## src/rtl/ysyx_24100005_ifu.sv

```systemverilog
// Instruction fetch unit: one fetch in flight, PC in -> memory read -> instruction held until consumed.
// Optional YSYX_24100005_IFU_ALIGN_CHECK_EN faults misaligned PCs without issuing a memory request.
module ysyx_24100005_ifu #(
    parameter int          ADDR_W  = 32,
    parameter int          DATA_W  = 32,
    parameter logic [7:0]  TIMEOUT = 8'd255
) (
    input  logic              clk,
    input  logic              rst,
    input  logic [ADDR_W-1:0] pc,
    input  logic              pc_valid,
    output logic              pc_ready,
    output logic [DATA_W-1:0] inst,
    output logic              inst_valid,
    input  logic              inst_ready,
    output logic              inst_fault,
    output logic              mem_req_valid,
    output logic [ADDR_W-1:0] mem_req_addr,
    input  logic              mem_req_ready,
    input  logic              mem_rsp_valid,
    input  logic [DATA_W-1:0] mem_rsp_data,
    input  logic              mem_rsp_err
);

    // state | meaning
    // IDLE  | ready for a new pc
    // REQ   | read request presented, waiting for acceptance
    // WAIT  | request accepted, waiting for response or timeout
    // DONE  | inst/inst_fault valid until the core consumes them
    typedef enum logic [1:0] {IDLE, REQ, WAIT, DONE} state_t;

    state_t            state;
    logic [7:0]        timer;
    logic [ADDR_W-1:0] addr_q;
    logic              misaligned;

`ifdef YSYX_24100005_IFU_ALIGN_CHECK_EN
    assign misaligned = (pc[1:0] != 2'b00);
`else
    assign misaligned = 1'b0;
`endif

    assign mem_req_addr = addr_q;

    always_ff @(posedge clk) begin
        if (rst) begin
            state         <= IDLE;
            pc_ready      <= 1'b1;
            mem_req_valid <= 1'b0;
            inst_valid    <= 1'b0;
            inst          <= '0;
            inst_fault    <= 1'b0;
            addr_q        <= '0;
            timer         <= 8'd0;
        end else begin
            case (state)
                IDLE: begin
                    if (pc_valid) begin
                        pc_ready <= 1'b0;
                        if (misaligned) begin
                            inst       <= '0;
                            inst_fault <= 1'b1;
                            inst_valid <= 1'b1;
                            state      <= DONE;
                        end else begin
                            addr_q        <= pc;
                            mem_req_valid <= 1'b1;
                            state         <= REQ;
                        end
                    end
                end
                REQ: begin
                    if (mem_req_ready) begin
                        mem_req_valid <= 1'b0;
                        timer         <= 8'd0;
                        state         <= WAIT;
                    end
                end
                WAIT: begin
                    // a response arriving on the timeout cycle takes priority
                    if (mem_rsp_valid) begin
                        inst       <= mem_rsp_err ? '0 : mem_rsp_data;
                        inst_fault <= mem_rsp_err;
                        inst_valid <= 1'b1;
                        state      <= DONE;
                    end else if (timer == TIMEOUT - 8'd1) begin
                        inst       <= '0;
                        inst_fault <= 1'b1;
                        inst_valid <= 1'b1;
                        state      <= DONE;
                    end else if (timer != 8'hFF) begin
                        timer <= timer + 8'd1;
                    end
                end
                DONE: begin
                    if (inst_ready) begin
                        inst_valid <= 1'b0;
                        pc_ready   <= 1'b1;
                        state      <= IDLE;
                    end
                end
                default: state <= IDLE;
            endcase
        end
    end

endmodule

```

## config.mk

```make
export PLATFORM = sky130hd
export DESIGN_NAME = ysyx_24100005_ifu
export DESIGN_NICKNAME = d
export VERILOG_FILES = /design/src/rtl/ysyx_24100005_ifu.sv
export SDC_FILE = /design/constraint.sdc
export NUM_CORES = 1
export LEC_CHECK = 0
export BUFFER_PORTS_ARGS = -buffer_cell sky130_fd_sc_hd__buf_2
export CAP_MARGIN = 20
export CELL_PAD_IN_SITES_DETAIL_PLACEMENT = 0
export CELL_PAD_IN_SITES_GLOBAL_PLACEMENT = 1
export CORE_AREA = 2 2 102 104
export DETAILED_ROUTE_END_ITERATION = 12
export DIE_AREA = 0 0 104 106
export GPL_TIMING_DRIVEN = 0
export PLACE_DENSITY = 0.75
export SETUP_SLACK_MARGIN = 0.3
export SLEW_MARGIN = 20
export SYNTH_ARGS = -nofsm -noshare
export SYNTH_HDL_FRONTEND = slang
export SYNTH_SLANG_ARGS = --single-unit
```

## constraint.sdc

```tcl
create_clock -name clk -period 1.7 [get_ports clk]
set_input_delay 0 -clock clk [delete_from_list [all_inputs] [get_ports clk]]
set_output_delay 0 -clock clk [all_outputs]
set_load 0.03 [all_outputs]
```

## After elaboration in Yosys (flattened, before gate mapping)

Index checks and enable logic that the tools add are counted.

- Register bits: 78
- Bits of input ports: 71
- Output and inout port bits: 68

- Add/subtract/negate cells: 1
- Equality and inequality tests: 12
- Muxes and demuxes: 25
- Reduce and logical (&&, ||, !) cells: 13

Operators with widths:

| cell | number |
|---|---|
| two-way mux 32 bit | 3 |
| two-way mux 8 bit | 4 |
| case mux 8 bit (2 select lines) | 1 |
| != test 2 bit (second input constant) | 6 |
| two-way mux 2 bit | 5 |
| nonzero test 2 bit | 5 |
| AND reduction 3 bit | 3 |
| adder 8 x 1 -> 8 bit (second input constant) | 1 |
| equality test 8 bit (second input constant) | 1 |
| two-way mux 1 bit | 8 |
| != test 8 bit (second input constant) | 1 |
| case mux 2 bit (4 select lines) | 1 |
| case mux 1 bit (2 select lines) | 3 |
| AND reduction 5 bit | 1 |
| equality test 2 bit (second input constant) | 2 |
| AND reduction 2 bit | 2 |
| AND reduction 4 bit | 1 |
| != test 3 bit (second input constant) | 1 |
| equality test 2 x 1 -> 1 bit (second input constant) | 1 |
| logical NOT 2 bit | 1 |

## Depth between registers and ports, before layout

- Depth in word-level cells: 5
- Depth in mapped cells: 7
- Gate-level depth less buffers: 6

## Worst setup path before layout

OpenSTA, ideal clock, no wires.

- Path kind: register to register
- Start point: reg timer[0]
- End point: reg timer[5]
- Setup time: 0.062 ns
- Arrival: 1.574 ns
- Required time: 1.638 ns
- Setup slack: 0.064 ns
- Cell stages (with the launch flop): 7
- Buffers on the path: 0
- Period minus slack after synthesis: 1.636 ns
- Cell sequence: dfxtp_1 inv_1 ha_1 o211ai_1 o21bai_1 or4_1 nand3_1

- Word-level cells in the longest chain between the ends: 5
- Elaborated cells between the ends (all ways): 10
- Classes of those cells: add/sub: 1; eq/ne: 4; mux: 4; reduce/logical: 1

RTL lines:

| what | line | text |
|---|---|---|
| start, declared | 33 | `logic [7:0] timer;` |
| start signal, assigned | 92 | `timer <= timer + 8'd1;` |
| adder 8 x 1 -> 8 bit | 92 |  |
| two-way mux 8 bit | 91 | `end else if (timer != 8'hFF) begin` |
| two-way mux 8 bit | 86 | `end else if (timer == TIMEOUT - 8'd1) begin` |
| two-way mux 8 bit | 81 | `if (mem_rsp_valid) begin` |
| case mux 8 bit (2 select lines) | 56 | `case (state)` |

Several ways; a longest one is shown, not always the timed one. The select of a mux whose other input is x is not followed.
A chain may end at the register's enable or synchronous reset.

## Final worst setup path

- Start point: reg timer[2]
- End point: reg inst[11]

- Word-level cells in the longest chain between the ends: 3

RTL lines:

| what | line | text |
|---|---|---|
| equality test 8 bit | 86 |  |
| nonzero test 2 bit (no source line) | n/a |  |
| AND reduction 2 bit (no source line) | n/a |  |
| end signal, assigned | 82 | `inst <= mem_rsp_err ? '0 : mem_rsp_data;` |
| end, declared | 13 | `output logic [DATA_W-1:0] inst,` |

Every way passes these cells.

==> impl_metrics.yaml <==
outcome:
  outcome: "complete, no violations"
detailed_routing:
  num_vias: 3151
  ant_nets: 0
  dr.pass1.iters: 4
  drtIter0Drc: 110
  viasPerCell: 4.54
  wl_per_cell_um: 13.4
  drt-total-wl_um: 9300
  drc: 0
clocking:
  htreeDepth: 3
  cts_tree: "done"
  clock_sinks: 78
  path_clk_slew_ns: 0.08
  cts-buffers-inserted: 9
  cts_buffer_depth: 2
  insertion_delay_ns: 0.35
  root_buffer: "clkbuf_8"
layout:
  drive_gt1_share_pct: 40.5
  instances_no_fill: 694
  postLayoutCellArea_mm2: 0.00520
  diodes: 0
  num-nets-final: 630
  final_common_cell: "buf_2"
  syn_to_final_growth_pct: 77.0
  n_fill_cell: 890
  final_cell_mix: "buf_2, nand2_1, dfxtp_1, dlygate4sd3_1, a21oi_1"
worst_setup_path:
  cp_slowest_cell: "dfxtp_2"
  max_stage_delay_ns: 0.39
  crit_chain: "and3_4 > a41o_4 > a21oi_4 > buf_12 > buf_6 > a22o_1"
  startpoint_type: "register"
  setup.worst_path.class: "reg -> reg"
  endpoint_kind: "register"
  cp.required_ns: 1.94
  worstPathArrival_ns: 1.78
  critPathMaxFanout: 10
power:
  ir_worst_vdd_v: 0.000834
  p_per_area_mw_per_mm2: 1140
  power_mw: 5.95
  leakage_nw: 2.40
synthesis:
  synth_compound_area_share_pct: 23.0
  synth-async-reset-ratio_pct: 0
  synth_ff_type: "dfxtp_1"
  synth_area_mm2: 0.00294
  synthMuxAreaShare_pct: 1.11
  synth_top_family_by_area: "compound AO/OA/AOI/OAI gates"
  ys_warn_count: 0
  synth_simple_gate_area_share_pct: 16.0
  yosysUniqueCellTypes: 39
  syn_inst: 313
  synthesis.nets: 390
  synth-seq-cells: 78
  synthXorXnorAreaFrac_pct: 0
  synth_fa_ha_area_share_pct: 2.55
  yosysSeqAreaShare_pct: 53.1
  syn_avg_cell_area_um2: 9.39
  synth_edf_count: 0
placed_design:
  gp_congestion: 0.767
  pre_cts_slack_ns: -0.0322
  dpl-instance-area_mm2: 0.00387
  port_buffers: 138
  dp_cells: 587
  dp_hpwl_um: 5620
sta:
  slew_viol_final: 0
  fmax_mhz: 647
  rsz0062_at_grt: "yes"
  hold_viol_final: 0
  min_period_over_period_pct: 91.0
  worst_slew_pin_slew_ns: 0.532
  setup_violations: 0
  fin_ws_ns: 0.154
  period_minus_slack_ns: 1.55
  skew_ns: 0.0105
  slew_headroom_pct: 64.5
floorplan:
  die_h_um: 106
  ios: 139
  fp.dieW_um: 104
  core-area_mm2: 0.0100
  dieArea_mm2: 0.0110
  fp-row-count: 37
  start_util_pct: 29.4
grt:
  antenna_found_initial: 0
  grt_pass1_wl_um: 15000
  use_met1_pct: 19.1
  top_usage_layer: "met2"
  grt-ovfl-total: 0
  grt_pass1_vias: 3230
  grt.met3_usage_pct: 5.70
  grtUsageTotal_pct: 16.6
  global_route.usage.met2_pct: 28.8
  grt_max_degree: 14
flow_run:
  drv_cap: 0
hold_path:
  min_path_type: "in -> reg"
-- report_power, final --
group | switching [mW] | internal, mW | total, mW
registers | 0.135 | 2.04 | 2.18
logic | 1.12 | 0.944 | 2.06
clock network | 0.694 | 1.02 | 1.71
-- cell usage after synthesis, drive strengths merged, types with 2 or more instances --
master  number  area, um2
a21o         3       22.5
a21oi       44        231
a22o        32        280
and2         2       12.5
and3         3       23.8
buf          7       52.5
clkbuf      12       45.0
dfxtp       78       1560
ha           6       75.1
inv          7       26.3
mux2         2       22.5
nand2       76        288
nand2b       3       18.8
nand3        6       30.0
nand4        3       18.8
nor2         2       7.51
nor2b        2       20.0
nor3         3       15.0
o211ai       5       37.5
o21ai        3       15.0
or4          2       15.0
-- flip-flops by register name (all words and copies together), names as in the netlist --
signal / flops
inst: 32
inst_fault: 1
inst_valid: 1
mem_req_addr: 32
mem_req_valid: 1
pc_ready: 1
state: 2
timer: 8
-- worst max-delay path, delay by kind of cell (launching register included) --
kind            cells  cell delay [ns]
compound gates      3             0.55
buf+inv             2             0.28
simple gates        1             0.23
flops               1             0.39
-- metrics by stage --
stage / TNS, ns / utilization [%] / hold slack (ns)
after floorplan: 0 / - / 0.0798
after global placement: 0 / 38.7 / 0.212
after detailed placement: -0.142 / 38.7 / 0.214
after CTS: 0 / 50.4 / 0.0159
after global routing: 0 / 52.0 / 0.0421
final: 0 / 52.0 / 0.0200
-- routing by layer --
layer | up-vias | share of wire [%]
met4 | 0 | 1.5
met2 | 121 | 48
met1 | 1433 | 44
met3 | 15 | 6.9
li1 | 1582 | -
met5 | - | 0
-- cell type report --
cell class	instances	area [um2]	area share [%]
Inverter	7	31.3	0.601
Clock buffer	12	145	2.79
Tap cell	136	170	3.27
Multi-Input combinational cell	209	1380	26.5
Timing Repair Buffer	229	1610	31.0
Buffer	19	189	3.63
Sequential cell	78	1580	30.4
Clock inverter	4	95.1	1.83
-- final timing paths --
check,startpoint,end,slack [ns],cells past startpoint
worst max-delay path,timer[2],inst[11],0.15,6
worst min-delay path,inst_ready,pc_ready,0.02,3
worst max register to register,timer[2],inst[11],0.15,6
worst min register to register,mem_req_addr[12],mem_req_addr[12],0.45,2
-- what timing repair did --
| item | in CTS | in global routing |
|---|---|---|
| resized for setup | 38 | 34 |
| hold buffers | 69 | 0 |
| pin swaps | 9 | 2 |
| buffers inserted | 13 | 4 |
| endpoints found under the hold margin | 67 | 0 |
| setup endpoints to repair | 71 | 74 |
| cloned | 3 | 2 |
-- cells by family (layout without fill, tap and decap cells) --
kind of cell | Yosys count | after routing
flip-flops | 78 | 78
AND/OR/NAND/NOR | 105 | 105
AO/OA/AOI/OAI | 95 | 95
buffers and inverters | 26 | 271
adder cells (fa/ha/maj) | 6 | 6
multiplexers | 3 | 3
No activity file was read; power rests on OpenSTA's default activity.
